<file path="src/rtl/memshare_coladdr_skid_buf.sv">
// rtl/memshare_coladdr_skid_buf.sv - single-entry column-address/shift skid buffer with allocation sequence tagging
//
// Purpose: forwards each column-address/shift request, or defers it by one slot
// through a one-entry skid register under control of isColAddr_skid_i. Request
// order is preserved. Each issued request carries its allocation sequence index
// within the current pipeline cycle.
//
// Ports:
//   sys_clk            system clock, rising edge
//   rstn               synchronous active-low reset
//   rqst_valid_i       incoming request valid
//   colAddr_i          incoming column address
//   shift_i            incoming shift factor
//   isColAddr_skid_i   1 = defer through skid, 0 = forward
//   pipeCycle_begin_i  first cycle of a pipeline cycle (restarts tagging)
//   out_valid_o        issued request valid (registered)
//   colAddr_o          issued column address (holds when nothing issues)
//   shift_o            issued shift factor (holds when nothing issues)
//   allocSeq_o         allocation sequence tag of the issued request
//   skid_full_o        skid entry occupied
//   seq_ovf_o          sticky: more issues than tags in one pipeline cycle

module memshare_coladdr_skid_buf #(
  parameter int COL_ADDR_W        = 4,
  parameter int SHIFT_W           = 4,
  parameter int MAX_ALLOC_SEQ_NUM = 3,
  parameter int SEQ_W             = $clog2(MAX_ALLOC_SEQ_NUM + 1)
) (
  input  logic                  sys_clk,
  input  logic                  rstn,
  input  logic                  rqst_valid_i,
  input  logic [COL_ADDR_W-1:0] colAddr_i,
  input  logic [SHIFT_W-1:0]    shift_i,
  input  logic                  isColAddr_skid_i,
  input  logic                  pipeCycle_begin_i,
  output logic                  out_valid_o,
  output logic [COL_ADDR_W-1:0] colAddr_o,
  output logic [SHIFT_W-1:0]    shift_o,
  output logic [SEQ_W-1:0]      allocSeq_o,
  output logic                  skid_full_o,
  output logic                  seq_ovf_o
);

  typedef enum logic {
    EMPTY = 1'b0,
    HELD  = 1'b1
  } state_e;

  localparam logic [SEQ_W-1:0] MAX_SEQ = SEQ_W'(MAX_ALLOC_SEQ_NUM);

  state_e                  state_q;
  logic [COL_ADDR_W-1:0]   skid_col_q;
  logic [SHIFT_W-1:0]      skid_sh_q;
  logic [SEQ_W-1:0]        seq_cnt_q;
  // Set once the tag MAX has been handed out in this pipeline cycle; a second
  // issue at MAX is the overflow case (seq_cnt alone cannot tell "MAX is next"
  // from "MAX already used").
  logic                    max_used_q;

  logic                    out_valid_q;
  logic [COL_ADDR_W-1:0]   col_q;
  logic [SHIFT_W-1:0]      sh_q;
  logic [SEQ_W-1:0]        tag_q;
  logic                    full_q;
  logic                    ovf_q;

  logic                    issue_d;
  logic [COL_ADDR_W-1:0]   col_d;
  logic [SHIFT_W-1:0]      sh_d;
  logic [SEQ_W-1:0]        cur_d;
  logic                    max_used_eff_d;

  always_comb begin
    // A held entry always issues first, whatever the inputs do.
    issue_d        = (state_q == HELD) | (rqst_valid_i & ~isColAddr_skid_i);
    col_d          = colAddr_i;
    sh_d           = shift_i;
    if (state_q == HELD) begin
      col_d = skid_col_q;
      sh_d  = skid_sh_q;
    end
    cur_d          = pipeCycle_begin_i ? '0 : seq_cnt_q;
    max_used_eff_d = max_used_q & ~pipeCycle_begin_i;
  end

  always_ff @(posedge sys_clk) begin
    if (!rstn) begin
      state_q     <= EMPTY;
      skid_col_q  <= '0;
      skid_sh_q   <= '0;
      seq_cnt_q   <= '0;
      max_used_q  <= 1'b0;
      out_valid_q <= 1'b0;
      col_q       <= '0;
      sh_q        <= '0;
      tag_q       <= '0;
      full_q      <= 1'b0;
      ovf_q       <= 1'b0;
    end else begin
      out_valid_q <= issue_d;

      if (issue_d) begin
        col_q     <= col_d;
        sh_q      <= sh_d;
        tag_q     <= cur_d;
        seq_cnt_q <= (cur_d == MAX_SEQ) ? MAX_SEQ : cur_d + 1'b1;
        if (cur_d == MAX_SEQ) begin
          max_used_q <= 1'b1;
          if (max_used_eff_d) ovf_q <= 1'b1;
        end else begin
          max_used_q <= max_used_eff_d;
        end
      end else begin
        seq_cnt_q  <= cur_d;
        max_used_q <= max_used_eff_d;
      end

      case (state_q)
        EMPTY: begin
          if (rqst_valid_i && isColAddr_skid_i) begin
            skid_col_q <= colAddr_i;
            skid_sh_q  <= shift_i;
            state_q    <= HELD;
            full_q     <= 1'b1;
          end
        end
        HELD: begin
          // The held entry issues this cycle; a new request (any sel) takes its place.
          if (rqst_valid_i) begin
            skid_col_q <= colAddr_i;
            skid_sh_q  <= shift_i;
          end else begin
            state_q <= EMPTY;
            full_q  <= 1'b0;
          end
        end
        default: begin
          state_q <= EMPTY;
          full_q  <= 1'b0;
        end
      endcase
    end
  end

  assign out_valid_o = out_valid_q;
  assign colAddr_o   = col_q;
  assign shift_o     = sh_q;
  assign allocSeq_o  = tag_q;
  assign skid_full_o = full_q;
  assign seq_ovf_o   = ovf_q;

endmodule
</file>
<file path="config.mk">
export PLATFORM = sky130hd
export DESIGN_NAME = memshare_coladdr_skid_buf
export DESIGN_NICKNAME = d
export VERILOG_FILES = /design/src/rtl/memshare_coladdr_skid_buf.sv
export SDC_FILE = /design/constraint.sdc
export NUM_CORES = 1
export LEC_CHECK = 0
export ABC_AREA = 1
export BUFFER_PORTS_ARGS = -buffer_cell sky130_fd_sc_hd__buf_4
export CELL_PAD_IN_SITES_DETAIL_PLACEMENT = 0
export CELL_PAD_IN_SITES_GLOBAL_PLACEMENT = 1
export CORE_MARGIN = 10
export CORE_UTILIZATION = 38
export DETAILED_ROUTE_END_ITERATION = 7
export PLACE_DENSITY = 0.83
export SLEW_MARGIN = 10
export SYNTH_ARGS = -nofsm -noshare
export SYNTH_HDL_FRONTEND = slang
export SYNTH_SLANG_ARGS = --single-unit
</file>
<file path="constraint.sdc">
create_clock -name sys_clk -period 2 [get_ports sys_clk]
set_input_delay 0.3 -clock sys_clk [delete_from_list [all_inputs] [get_ports sys_clk]]
set_output_delay 0.3 -clock sys_clk [all_outputs]
set_load 0.1 [all_outputs]
</file>
==> results.txt, run 1 <==
----------------------------------------------------
[Routing]
  Total via count after detailed routing ... 895
  First DRT Iteration DRCs ... 63
  Antenna Violating Nets Remaining ... 0
  DRC violation count after routing ... 0
  Detailed-router iteration count before antenna repair ... 4
  Vias per cell ... 4.71
  Post-Route WL ... 2230 um
  Detail-routed net length per standard cell ... 11.7 um

[CTS]
  Clock tree from TritonCTS ... built
  Number of buffers created by CTS ... 3
  Total of hold buffers inserted after clock tree synthesis ... 0
  Clock-pin slew of the registers on the worst-case setup and hold paths ... 0.13 ns
  Number of buffers inserted by post-CTS setup repair ... 0
  Bufs on Longest Clock Path ... 2
  Number of levels the H-tree was split into ... 1
  Number of sinks on the clock net ... 25
  Total of cells resized after clock tree synthesis ... 0
  Clock insertion delay at the later pin of the skew report ... 0.32 ns
  Buffer type at the clock tree root ... sky130_fd_sc_hd__clkbuf_4

[Power]
  Largest voltage drop on the vdd net ... 0.540 mV
  Logic gate share of total power ... 25.5%
  Sequential fraction of design power ... 53.0%
  Switching fraction of total power ... 34.9%
  Internal Pwr Total ... 0.674 mW
  Net switching power figure ... 0.361 mW
  Clock share of power ... 21.5%
  P_leak ... 0.573 nW
  Power density relative to cell area ... 847 nW/um2
  Post-layout power ... 1.04 mW

[Synth]
  Share of the synthesized area in the top cell type ... 49.3%
  Post-synthesis cell type with the largest combined area ... sky130_fd_sc_hd__dfxtp_1
  Nets in the synthesized netlist ... 149
  Instance count of the mapped netlist ... 136
  Cell types occupying the most area after synthesis ... sky130_fd_sc_hd__dfxtp_1, sky130_fd_sc_hd__nor2_1, sky130_fd_sc_hd__nand2_1
  Syn Area/Cell ... 7.47 um2
  Number of library cell types mapped by synthesis ... 17
  Yosys warnings ... 0
  Proportion of synthesized chip area in sequential cells ... 49.3%
  Post-synth design cell area ... 1020 um2
  Register bit total from synthesis ... 25

[Setup path]
  Start point of the critical path ... state_q$_SDFF_PN0_
  CP endpoint kind ... register
  CP required ... 2.23 ns
  Source of the worst register-to-register timing path ... state_q$_SDFF_PN0_
  Highest fanout seen on the critical path ... 14
  CP cell instances ... inv_2, nand2_4, inv_2, nor2_1, nor2_1
  Data arrival, critical path ... 1.59 ns
  Count of buffering cells on the critical path with inverters included ... 2
  Crit path largest cell delay ... 0.58 ns
  Max stage delay cell, worst path ... sky130_fd_sc_hd__dfxtp_1
  Critical Path Start Type ... register
  Cell family with most CP delay ... flip-flops
  Category of the most critical setup path ... register to register

[Floorplan]
  Top Ports ... 26
  Initial cell density of the core ... 40.3%
  Core Region ... 2520 um2
  Die Area ... 5140 um2
  Horizontal die dimension ... 71.7 um
  Die height ... 71.7 um
  Row count ... 18

[Placement]
  Area after detailed placement ... 1200 um2
  Post-DP HPWL ... 1710 um
  Final weighted congestion of routability-driven global placement ... 0.797
  Placed insts ... 186
  Setup slack after placement ... 0.646 ns
  Number of buffer cells added on primary ports ... 25

[Timing]
  Hold slack ... 0.234 ns
  Setup repair after global routing missed its margin ... false
  Share of the clock period used by the worst path ... 68.2%
  Tightest Pin Transition ... 0.390 ns
  Final-report hold violation count ... 0
  Clock Skews ... 0.00114 ns
  Number of endpoints failing setup at the final stage ... 0
  Post-layout minimum cycle time ... 1.36 ns
  Final sum of negative setup slack ... 0 ns
  Fin. max-slew vios ... 0
  Minimum setup slack in the final design ... 0.635 ns
  Worst slew margin relative to its limit ... 74.0%
  Peak Freq ... 0.733 GHz

[Global route]
  Antenna violations before repair ... 0
  Total Routing Usage GR ... 8.79%
  Grt ovf ... 0
  Number of global-route vias before repair ... 877
  Wire length of the first global-routing pass ... 3800 um
  Maximum number of pins on one net before global-route repair ... 19

[Layout]
  Final core utilization ... 48.5%
  Signed area change from the synthesized netlist to the final layout ... 20.3%
  Share of post-route cells with drive strength above 1 ... 23.8%
  Non-filler cells in the finished layout ... 190
  Number of antenna cells inserted ... 0
  Post-layout net count ... 174
  Final cell area excluding filler cells ... 1220 um2

[Worst hold path]
  Classification of the worst-slack hold path ... input pin to register
  Worst hold start ... shift_i[0]

[Outcome]
  Status ... finished, final reports clean

[Job]
  Max_cap viols ... 0

----------------------------------------------------
-- routing by layer --
layer / share of wire (%) / track usage [%]
met5: 0 / 0
met4: 0.85 / 2.37
met3: 7.1 / 3.99
met2: 44 / 13.9
met1: 48 / 10.4
-- registers in the layout, indices dropped and copies added, names as in the netlist --
| name | flops |
|---|---|
| skid_col_q | 4 |
| colAddr_o | 4 |
| shift_o | 4 |
| seq_ovf_o | 1 |
| skid_sh_q | 4 |
| max_used_q | 1 |
| allocSeq_o | 2 |
| state_q | 1 |
| out_valid_o | 1 |
| skid_full_o | 1 |
| seq_cnt_q | 2 |
-- worst reg2reg max path, stage by stage, from the launching register on --
cell and delay, ns:
sky130_fd_sc_hd__dfxtp_1 0.58, sky130_fd_sc_hd__inv_2 0.19, sky130_fd_sc_hd__nand2_4 0.19, sky130_fd_sc_hd__inv_2 0.13, sky130_fd_sc_hd__nor2_1 0.12, sky130_fd_sc_hd__nor2_1 0.06
-- path summary, 6_finish.rpt --
check | end | slack, ns | depth (start not counted)
setup / recovery | colAddr_o[0]$_SDFFE_PN0P_ | 0.64 | 5
hold / removal | skid_sh_q[0]$_SDFFE_PN0P_ | 0.23 | 3
setup reg to reg | colAddr_o[0]$_SDFFE_PN0P_ | 0.64 | 5
hold reg to reg | seq_ovf_o$_SDFFE_PN0P_ | 0.47 | 2
-- synthesized netlist by cell type --
cell type,n
sky130_fd_sc_hd__nand3_2,1
sky130_fd_sc_hd__nand3_1,2
sky130_fd_sc_hd__o21ai_1,6
sky130_fd_sc_hd__a21oi_2,1
sky130_fd_sc_hd__o21ai_0,12
sky130_fd_sc_hd__a21oi_1,5
sky130_fd_sc_hd__nand2_4,2
sky130_fd_sc_hd__buf_4,1
sky130_fd_sc_hd__nand2_1,29
sky130_fd_sc_hd__nand2_2,1
sky130_fd_sc_hd__clkbuf_1,1
sky130_fd_sc_hd__buf_6,3
sky130_fd_sc_hd__nor2_1,38
sky130_fd_sc_hd__o21ai_4,1
sky130_fd_sc_hd__dfxtp_1,25
sky130_fd_sc_hd__inv_1,4
sky130_fd_sc_hd__inv_2,4
-- logic make-up after synthesis --
kind of cell	Yosys count	share of synthesized area, %
AO/OA/AOI/OAI	25	13.8
AND/OR/NAND/NOR	73	29.6
buffers and inverters	13	7.39
flip-flops	25	49.3
-- cell usage in the layout, fill, tap and decap left out --
cell type / instances
sky130_fd_sc_hd__a21oi_1: 5
sky130_fd_sc_hd__a21oi_2: 1
sky130_fd_sc_hd__buf_4: 25
sky130_fd_sc_hd__clkbuf_1: 1
sky130_fd_sc_hd__clkbuf_4: 3
sky130_fd_sc_hd__dfxtp_1: 25
sky130_fd_sc_hd__inv_1: 4
sky130_fd_sc_hd__inv_2: 4
sky130_fd_sc_hd__nand2_1: 29
sky130_fd_sc_hd__nand2_2: 1
sky130_fd_sc_hd__nand2_4: 2
sky130_fd_sc_hd__nand3_1: 2
sky130_fd_sc_hd__nand3_2: 1
sky130_fd_sc_hd__nor2_1: 38
sky130_fd_sc_hd__o21ai_0: 12
sky130_fd_sc_hd__o21ai_1: 6
sky130_fd_sc_hd__o21ai_4: 1
-- cell type report --
class / instances / area [um2]
clock buffers: 4 / 26.3
fillers: 261 / 1300
inverters: 8 / 30.0
multi-input cells: 98 / 440
flip-flops and latches: 25 / 500
well taps: 30 / 37.5
repair buffers: 25 / 188
-- power by group through the flow --
stage                     sequential, mW  clock [mW]  combinational, mW
after floorplan                    0.678           0             0.0850
after global placement             0.560           0              0.263
after detailed placement           0.560           0              0.266
after CTS                          0.549       0.233              0.266
after global routing               0.553       0.257              0.283
final                              0.549       0.223              0.264
No activity file was read; power rests on OpenSTA's default activity.
==> run 2: changes to the inputs <==
Settings changed: CORE_UTILIZATION 38 to 36, PLACE_DENSITY 0.83 to 0.79.
Clock period 2 ns to 1.3 ns, I/O delays scaled along.
==> results.txt, run 2 (synthesis gave the netlist of run 1 again) <==
----------------------------------------------------
[Timing]
  Number of endpoints failing setup at the final stage ... 0 (unchanged)
  Final-report hold violation count ... 0 (unchanged)
  Peak Freq ... 0.807 GHz
  Share of the clock period used by the worst path ... 95.4%
  Minimum setup slack in the final design ... 0.0604 ns (was 0.635 ns)
  Setup repair after global routing missed its margin ... false (unchanged)
  Final sum of negative setup slack ... 0 ns (unchanged)
  Clock Skews ... 0.00292 ns (was 0.00114 ns)
  Fin. max-slew vios ... 0 (unchanged)
  Post-layout minimum cycle time ... 1.24 ns
  Hold slack ... 0.126 ns (was 0.234 ns)
  Tightest Pin Transition ... 0.277 ns (was 0.390 ns)
  Worst slew margin relative to its limit ... 81.5% (was 74.0%)

[Floorplan]
  Row count ... 19 (was 18)
  Initial cell density of the core ... 37.2% (was 40.3%)
  Top Ports ... 26 (unchanged)
  Die height ... 73.1 um (was 71.7 um)
  Core Region ... 2730 um2 (was 2520 um2)
  Horizontal die dimension ... 73.1 um (was 71.7 um)
  Die Area ... 5350 um2 (was 5140 um2)

[Setup path]
  CP endpoint kind ... primary output (was register)
  Cell family with most CP delay ... flip-flops (unchanged)
  Max stage delay cell, worst path ... sky130_fd_sc_hd__dfxtp_1 (unchanged)
  Category of the most critical setup path ... register to primary output (was register to register)
  Highest fanout seen on the critical path ... 2 (was 14)
  Source of the worst register-to-register timing path ... state_q$_SDFF_PN0_ (unchanged)
  Critical Path Start Type ... register (unchanged)
  Count of buffering cells on the critical path with inverters included ... 1 (was 2)
  Data arrival, critical path ... 1.04 ns (was 1.59 ns)
  CP required ... 1.11 ns (was 2.23 ns)
  Worst Reg-to-Reg Cells ... 5 (unchanged)
  Crit path largest cell delay ... 0.41 ns (was 0.58 ns)
  Capture instance of the worst register-to-register path ... seq_cnt_q[0]$_SDFF_PN0_ (was colAddr_o[0]$_SDFFE_PN0P_)
  CP cell instances ... buf_4 (was inv_2, nand2_4, inv_2, nor2_1, nor2_1)
  Register-to-register setup slack ... 0.17 ns (was 0.64 ns)

[Global route]
  Maximum number of pins on one net before global-route repair ... 19 (unchanged)
  Total Routing Usage GR ... 8.72% (was 8.79%)
  Antenna violations before repair ... 0 (unchanged)
  Wire length of the first global-routing pass ... 3830 um (was 3800 um)
  Grt ovf ... 0 (unchanged)
  Number of global-route vias before repair ... 886 (was 877)

[Worst hold path]
  Number of cells traversed by the worst hold path ... 3 (unchanged)
  Endpoint of the worst hold path ... skid_col_q[0]$_SDFFE_PN0P_ (was skid_sh_q[0]$_SDFFE_PN0P_)
  Worst hold start ... colAddr_i[0] (was shift_i[0])
  Classification of the worst-slack hold path ... input pin to register (unchanged)

[Routing]
  Detail-routed net length per standard cell ... 12.0 um (was 11.7 um)
  Vias per cell ... 4.67 (was 4.71)
  Antenna Violating Nets Remaining ... 0 (unchanged)
  DRC violation count after routing ... 0 (unchanged)
  Detailed-router iteration count before antenna repair ... 4 (unchanged)
  First DRT Iteration DRCs ... 37 (was 63)
  Total via count after detailed routing ... 896 (was 895)
  Post-Route WL ... 2310 um (was 2230 um)

[Layout]
  Most common cell after layout, fill and taps aside ... sky130_fd_sc_hd__nor2_1 (unchanged)
  Number of antenna cells inserted ... 0 (unchanged)
  Non-filler cells in the finished layout ... 192 (was 190)
  Signed area change from the synthesized netlist to the final layout ... 21.9% (was 20.3%)
  Share of post-route cells with drive strength above 1 ... 25.5% (was 23.8%)
  Highest-count cells in the layout ignoring fill and taps ... sky130_fd_sc_hd__nor2_1, sky130_fd_sc_hd__nand2_1, sky130_fd_sc_hd__buf_4 (was sky130_fd_sc_hd__nor2_1, sky130_fd_sc_hd__nand2_1, sky130_fd_sc_hd__dfxtp_1, sky130_fd_sc_hd__buf_4, sky130_fd_sc_hd__o21ai_0)
  Post-layout net count ... 175 (was 174)

[Power]
  P_leak ... 0.578 nW (was 0.573 nW)
  Power density relative to cell area ... 1300 nW/um2 (was 847 nW/um2)
  Post-layout power ... 1.62 mW (was 1.04 mW)
  Largest voltage drop on the vdd net ... 0.763 mV (was 0.540 mV)

[CTS]
  Clock tree from TritonCTS ... built (unchanged)
  Number of buffers inserted by post-CTS setup repair ... 0 (unchanged)
  Number of buffers created by CTS ... 3 (unchanged)
  Buffer type at the clock tree root ... sky130_fd_sc_hd__clkbuf_4 (unchanged)
  Bufs on Longest Clock Path ... 2 (unchanged)
  Clock insertion delay at the later pin of the skew report ... 0.32 ns (about the same)
  Total of hold buffers inserted after clock tree synthesis ... 0 (unchanged)
  Clock-pin slew of the registers on the worst-case setup and hold paths ... 0.15 ns (was 0.13 ns)
  Number of sinks on the clock net ... 25 (unchanged)
  Total of cells resized after clock tree synthesis ... 0 (unchanged)
  Number of levels the H-tree was split into ... 1 (unchanged)

[Placement]
  Setup slack after placement ... 0.161 ns (was 0.646 ns)
  Number of buffer cells added on primary ports ... 25 (unchanged)
  Placed insts ... 188 (was 186)
  Final weighted congestion of routability-driven global placement ... 0.833 (was 0.797)
  Post-DP HPWL ... 1730 um (was 1710 um)

[Job]
  Max_cap viols ... 0 (unchanged)

[Outcome]
  Status ... finished, final reports clean (unchanged)

----------------------------------------------------
-- run 2: changes by cell type in the layout (fill, tap and decap cells not counted), sizes merged --
cell,delta
clkbuf,-1
clkinvlp,+1
buf,+1
-- run 2: area by class of cell --
cell class                      instances  area [um2]
Sequential cell                        25         502
Timing Repair Buffer                   26         195
Fill cell                             278        1500
Tap cell                               31        38.8
Inverter                                8        32.5
Clock inverter                          1        7.51
Multi-Input combinational cell         98         440
Clock buffer                            3        22.5
-- run 2: stage by stage --
stage	instance area, um2	utilization, %
2_1_floorplan	1020	-
3_3_place_gp	1210	44.1
3_5_place_dp	1210	44.1
4_1_cts	1240	45.2
5_1_grt	1240	45.3
6_report	1240	45.3
-- run 2: power by group --
group	leakage [nW]	internal (mW)	switching [mW]
combinational	0.358	0.103	0.308
sequential	0.206	0.816	0.0271
clock	0.0139	0.117	0.244
-- run 2: worst max-delay path by stage --
stage / start / end / slack [ns] / cells past startpoint
6_report: allocSeq_o[0]$_SDFFE_PN0P_ / allocSeq_o[0] / 0.06 / 1
5_1_grt: allocSeq_o[0]$_SDFFE_PN0P_ / allocSeq_o[0] / 0.006 / 1
4_1_cts: allocSeq_o[0]$_SDFFE_PN0P_ / allocSeq_o[0] / 0.04 / 1
3_5_place_dp: state_q$_SDFF_PN0_ / allocSeq_o[1]$_SDFFE_PN0P_ / 0.16 / 5
3_3_place_gp: state_q$_SDFF_PN0_ / allocSeq_o[1]$_SDFFE_PN0P_ / 0.20 / 5
2_1_floorplan: colAddr_o[0]$_SDFFE_PN0P_ / colAddr_o[0]$_SDFFE_PN0P_ / 0.01 / 2
-- run 2: per-layer routing --
metal	part of all wire, %	track usage [%]	routed length [um]	vias to the layer above
li1	-	-	-	477
met1	47	10.1	1080	399
met2	45	13.6	1040	18
met3	7.4	3.81	170	2
met4	0.74	3.59	17	0
met5	0	0	0	-
==> run 3: changes to the inputs <==
Settings changed: BUFFER_PORTS_ARGS -buffer_cell sky130_fd_sc_hd__buf_4 to unset, CORE_UTILIZATION 36 to 42, DONT_BUFFER_PORTS set to 1, PLACE_DENSITY 0.79 to 0.77.
==> results.txt, run 3 (synthesis gave the netlist of run 1 again) <==
----------------------------------------------------
[Outcome]
  Status ... finished, final reports clean (unchanged)

[Setup path]
  CP cell instances ... buf_4 (unchanged)
  Critical Path Start Type ... register (unchanged)
  Cell family with most CP delay ... flip-flops (unchanged)
  Count of buffering cells on the critical path with inverters included ... 1 (unchanged)
  Data arrival, critical path ... 1.00 ns (was 1.04 ns)
  Highest fanout seen on the critical path ... 2 (unchanged)
  Max stage delay cell, worst path ... sky130_fd_sc_hd__dfxtp_1 (unchanged)
  CP endpoint kind ... primary output (unchanged)
  Category of the most critical setup path ... register to primary output (unchanged)
  CP required ... 1.11 ns (about the same)
  Crit path largest cell delay ... 0.38 ns (was 0.41 ns)

[Layout]
  Most common cell after layout, fill and taps aside ... sky130_fd_sc_hd__nor2_1 (unchanged)
  Highest-count cells in the layout ignoring fill and taps ... sky130_fd_sc_hd__nor2_1, sky130_fd_sc_hd__nand2_1, sky130_fd_sc_hd__dfxtp_1 (was sky130_fd_sc_hd__nor2_1, sky130_fd_sc_hd__nand2_1, sky130_fd_sc_hd__buf_4)
  Post-layout net count ... 164 (was 175)
  Number of antenna cells inserted ... 0 (unchanged)
  Signed area change from the synthesized netlist to the final layout ... 14.8% (was 21.9%)
  Share of post-route cells with drive strength above 1 ... 19.3% (was 25.5%)

[Routing]
  Vias per cell ... 4.67 (about the same)
  Post-Route WL ... 2290 um (was 2310 um)
  Detailed-router iteration count before antenna repair ... 4 (unchanged)
  First DRT Iteration DRCs ... 22 (was 37)
  Detail-routed net length per standard cell ... 12.8 um (was 12.0 um)
  Total via count after detailed routing ... 832 (was 896)
  Antenna Violating Nets Remaining ... 0 (unchanged)
  DRC violation count after routing ... 0 (unchanged)

[Global route]
  Wire length of the first global-routing pass ... 3850 um (was 3830 um)
  Grt ovf ... 0 (unchanged)
  Antenna violations before repair ... 0 (unchanged)
  Total Routing Usage GR ... 9.34% (was 8.72%)
  Maximum number of pins on one net before global-route repair ... 18 (was 19)
  Number of global-route vias before repair ... 826 (was 886)

[Placement]
  Number of buffer cells added on primary ports ... 0 (was 25)
  Post-DP HPWL ... 1770 um (was 1730 um)
  Final weighted congestion of routability-driven global placement ... 0.800 (was 0.833)

[Timing]
  Clock Skews ... 0.00683 ns (was 0.00292 ns)
  Final-report hold violation count ... 0 (unchanged)
  Number of endpoints failing setup at the final stage ... 0 (unchanged)
  Final sum of negative setup slack ... 0 ns (unchanged)
  Worst slew margin relative to its limit ... 63.6% (was 81.5%)
  Tightest Pin Transition ... 0.545 ns (was 0.277 ns)
  Post-layout minimum cycle time ... 1.20 ns (was 1.24 ns)
  Setup repair after global routing missed its margin ... false (unchanged)
  Peak Freq ... 0.836 GHz (was 0.807 GHz)
  Fin. max-slew vios ... 0 (unchanged)
  Share of the clock period used by the worst path ... 92.0% (was 95.4%)

[CTS]
  Number of levels the H-tree was split into ... 1 (unchanged)
  Number of buffers created by CTS ... 3 (unchanged)
  Clock-pin slew of the registers on the worst-case setup and hold paths ... 0.15 ns (about the same)
  Buffer type at the clock tree root ... sky130_fd_sc_hd__clkbuf_4 (unchanged)
  Clock tree from TritonCTS ... built (unchanged)
  Bufs on Longest Clock Path ... 2 (unchanged)
  Total of cells resized after clock tree synthesis ... 0 (unchanged)
  Number of buffers inserted by post-CTS setup repair ... 0 (unchanged)
  Total of hold buffers inserted after clock tree synthesis ... 1 (was 0)
  Clock insertion delay at the later pin of the skew report ... 0.33 ns (was 0.32 ns)
  Number of sinks on the clock net ... 25 (unchanged)

[Power]
  Power density relative to cell area ... 1370 nW/um2 (was 1300 nW/um2)
  Net switching power figure ... 0.571 mW (was 0.579 mW)
  Logic gate share of total power ... 23.8% (was 25.5%)
  Largest voltage drop on the vdd net ... 0.851 mV (was 0.763 mV)
  Sequential fraction of design power ... 52.8% (was 52.2%)
  Clock share of power ... 23.4% (was 22.3%)
  Switching fraction of total power ... 35.8% (about the same)
  Internal Pwr Total ... 1.03 mW (was 1.04 mW)
  Post-layout power ... 1.60 mW (was 1.62 mW)
  P_leak ... 0.531 nW (was 0.578 nW)

[Floorplan]
  Initial cell density of the core ... 45.1% (was 37.2%)
  Horizontal die dimension ... 69.2 um (was 73.1 um)
  Top Ports ... 26 (unchanged)
  Row count ... 17 (was 19)
  Die Area ... 4790 um2 (was 5350 um2)
  Core Region ... 2250 um2 (was 2730 um2)
  Die height ... 69.2 um (was 73.1 um)

[Worst hold path]
  Classification of the worst-slack hold path ... input pin to register (unchanged)

[Job]
  Max_cap viols ... 0 (unchanged)

----------------------------------------------------
==> run 3: changes by cell type in the layout (fill, tap and decap cells not counted) <==
cell / before / now
sky130_fd_sc_hd__buf_4: 26 / 13
sky130_fd_sc_hd__dlygate4sd3_1: 0 / 1
sky130_fd_sc_hd__inv_4: 1 / 0
sky130_fd_sc_hd__inv_6: 0 / 1
sky130_fd_sc_hd__clkinvlp_4: 1 / 0
sky130_fd_sc_hd__inv_2: 3 / 4
sky130_fd_sc_hd__buf_12: 0 / 1
==> run 3: stage by stage <==
stage / setup slack, ns / hold slack, ns / std cells / util [%] / cell area, um2
after floorplan: 0.0146 / 0.331 / 136 / - / 1020
after global placement: 0.194 / 0.335 / 173 / 49.9 / 1120
after detailed placement: 0.149 / 0.338 / 173 / 49.9 / 1120
after CTS: 0.0789 / 0.000262 / 178 / 51.7 / 1170
after global routing: 0.000571 / 0.0251 / 178 / 51.7 / 1170
final: 0.104 / 0.0117 / 178 / 51.7 / 1170
==> run 3: routing by layer <==
| metal | part of all wire, % | GRT usage [%] | vias to the layer above |
|---|---|---|---|
| met4 | 0.17 | 1.55 | 0 |
| li1 | - | - | 455 |
| met3 | 7.6 | 4.71 | 2 |
| met5 | 0 | 0 | - |
| met2 | 49 | 15.5 | 15 |
| met1 | 43 | 10.5 | 360 |
==> run 3: final timing paths <==
path / start / to / slack, ns / cells past startpoint
setup / recovery: colAddr_o[2]$_SDFFE_PN0P_ / colAddr_o[2] / 0.10 / 1
hold / removal: isColAddr_skid_i / skid_full_o$_SDFFE_PN0P_ / 0.01 / 2
setup reg to reg: state_q$_SDFF_PN0_ / colAddr_o[0]$_SDFFE_PN0P_ / 0.14 / 5
hold reg to reg: seq_ovf_o$_SDFFE_PN0P_ / seq_ovf_o$_SDFFE_PN0P_ / 0.47 / 2
==> run 3: area by class of cell <==
| type | count | area, um2 |
|---|---|---|
| Clock buffer | 3 | 22.5 |
| Clock inverter | 1 | 8.76 |
| Timing Repair Buffer | 15 | 128 |
| Inverter | 8 | 30.0 |
| Sequential cell | 25 | 502 |
| Tap cell | 28 | 35.0 |
| Multi-Input combinational cell | 98 | 440 |
| Fill cell | 234 | 1090 |
==> run 3: power groups by stage <==
stage	Combinational, mW	Sequential, mW	Clock (mW)
4_1_cts	0.384	0.843	0.390
3_3_place_gp	0.372	0.859	0
2_1_floorplan	0.131	1.04	0
5_1_grt	0.407	0.849	0.416
3_5_place_dp	0.375	0.860	0
6_report	0.380	0.843	0.374
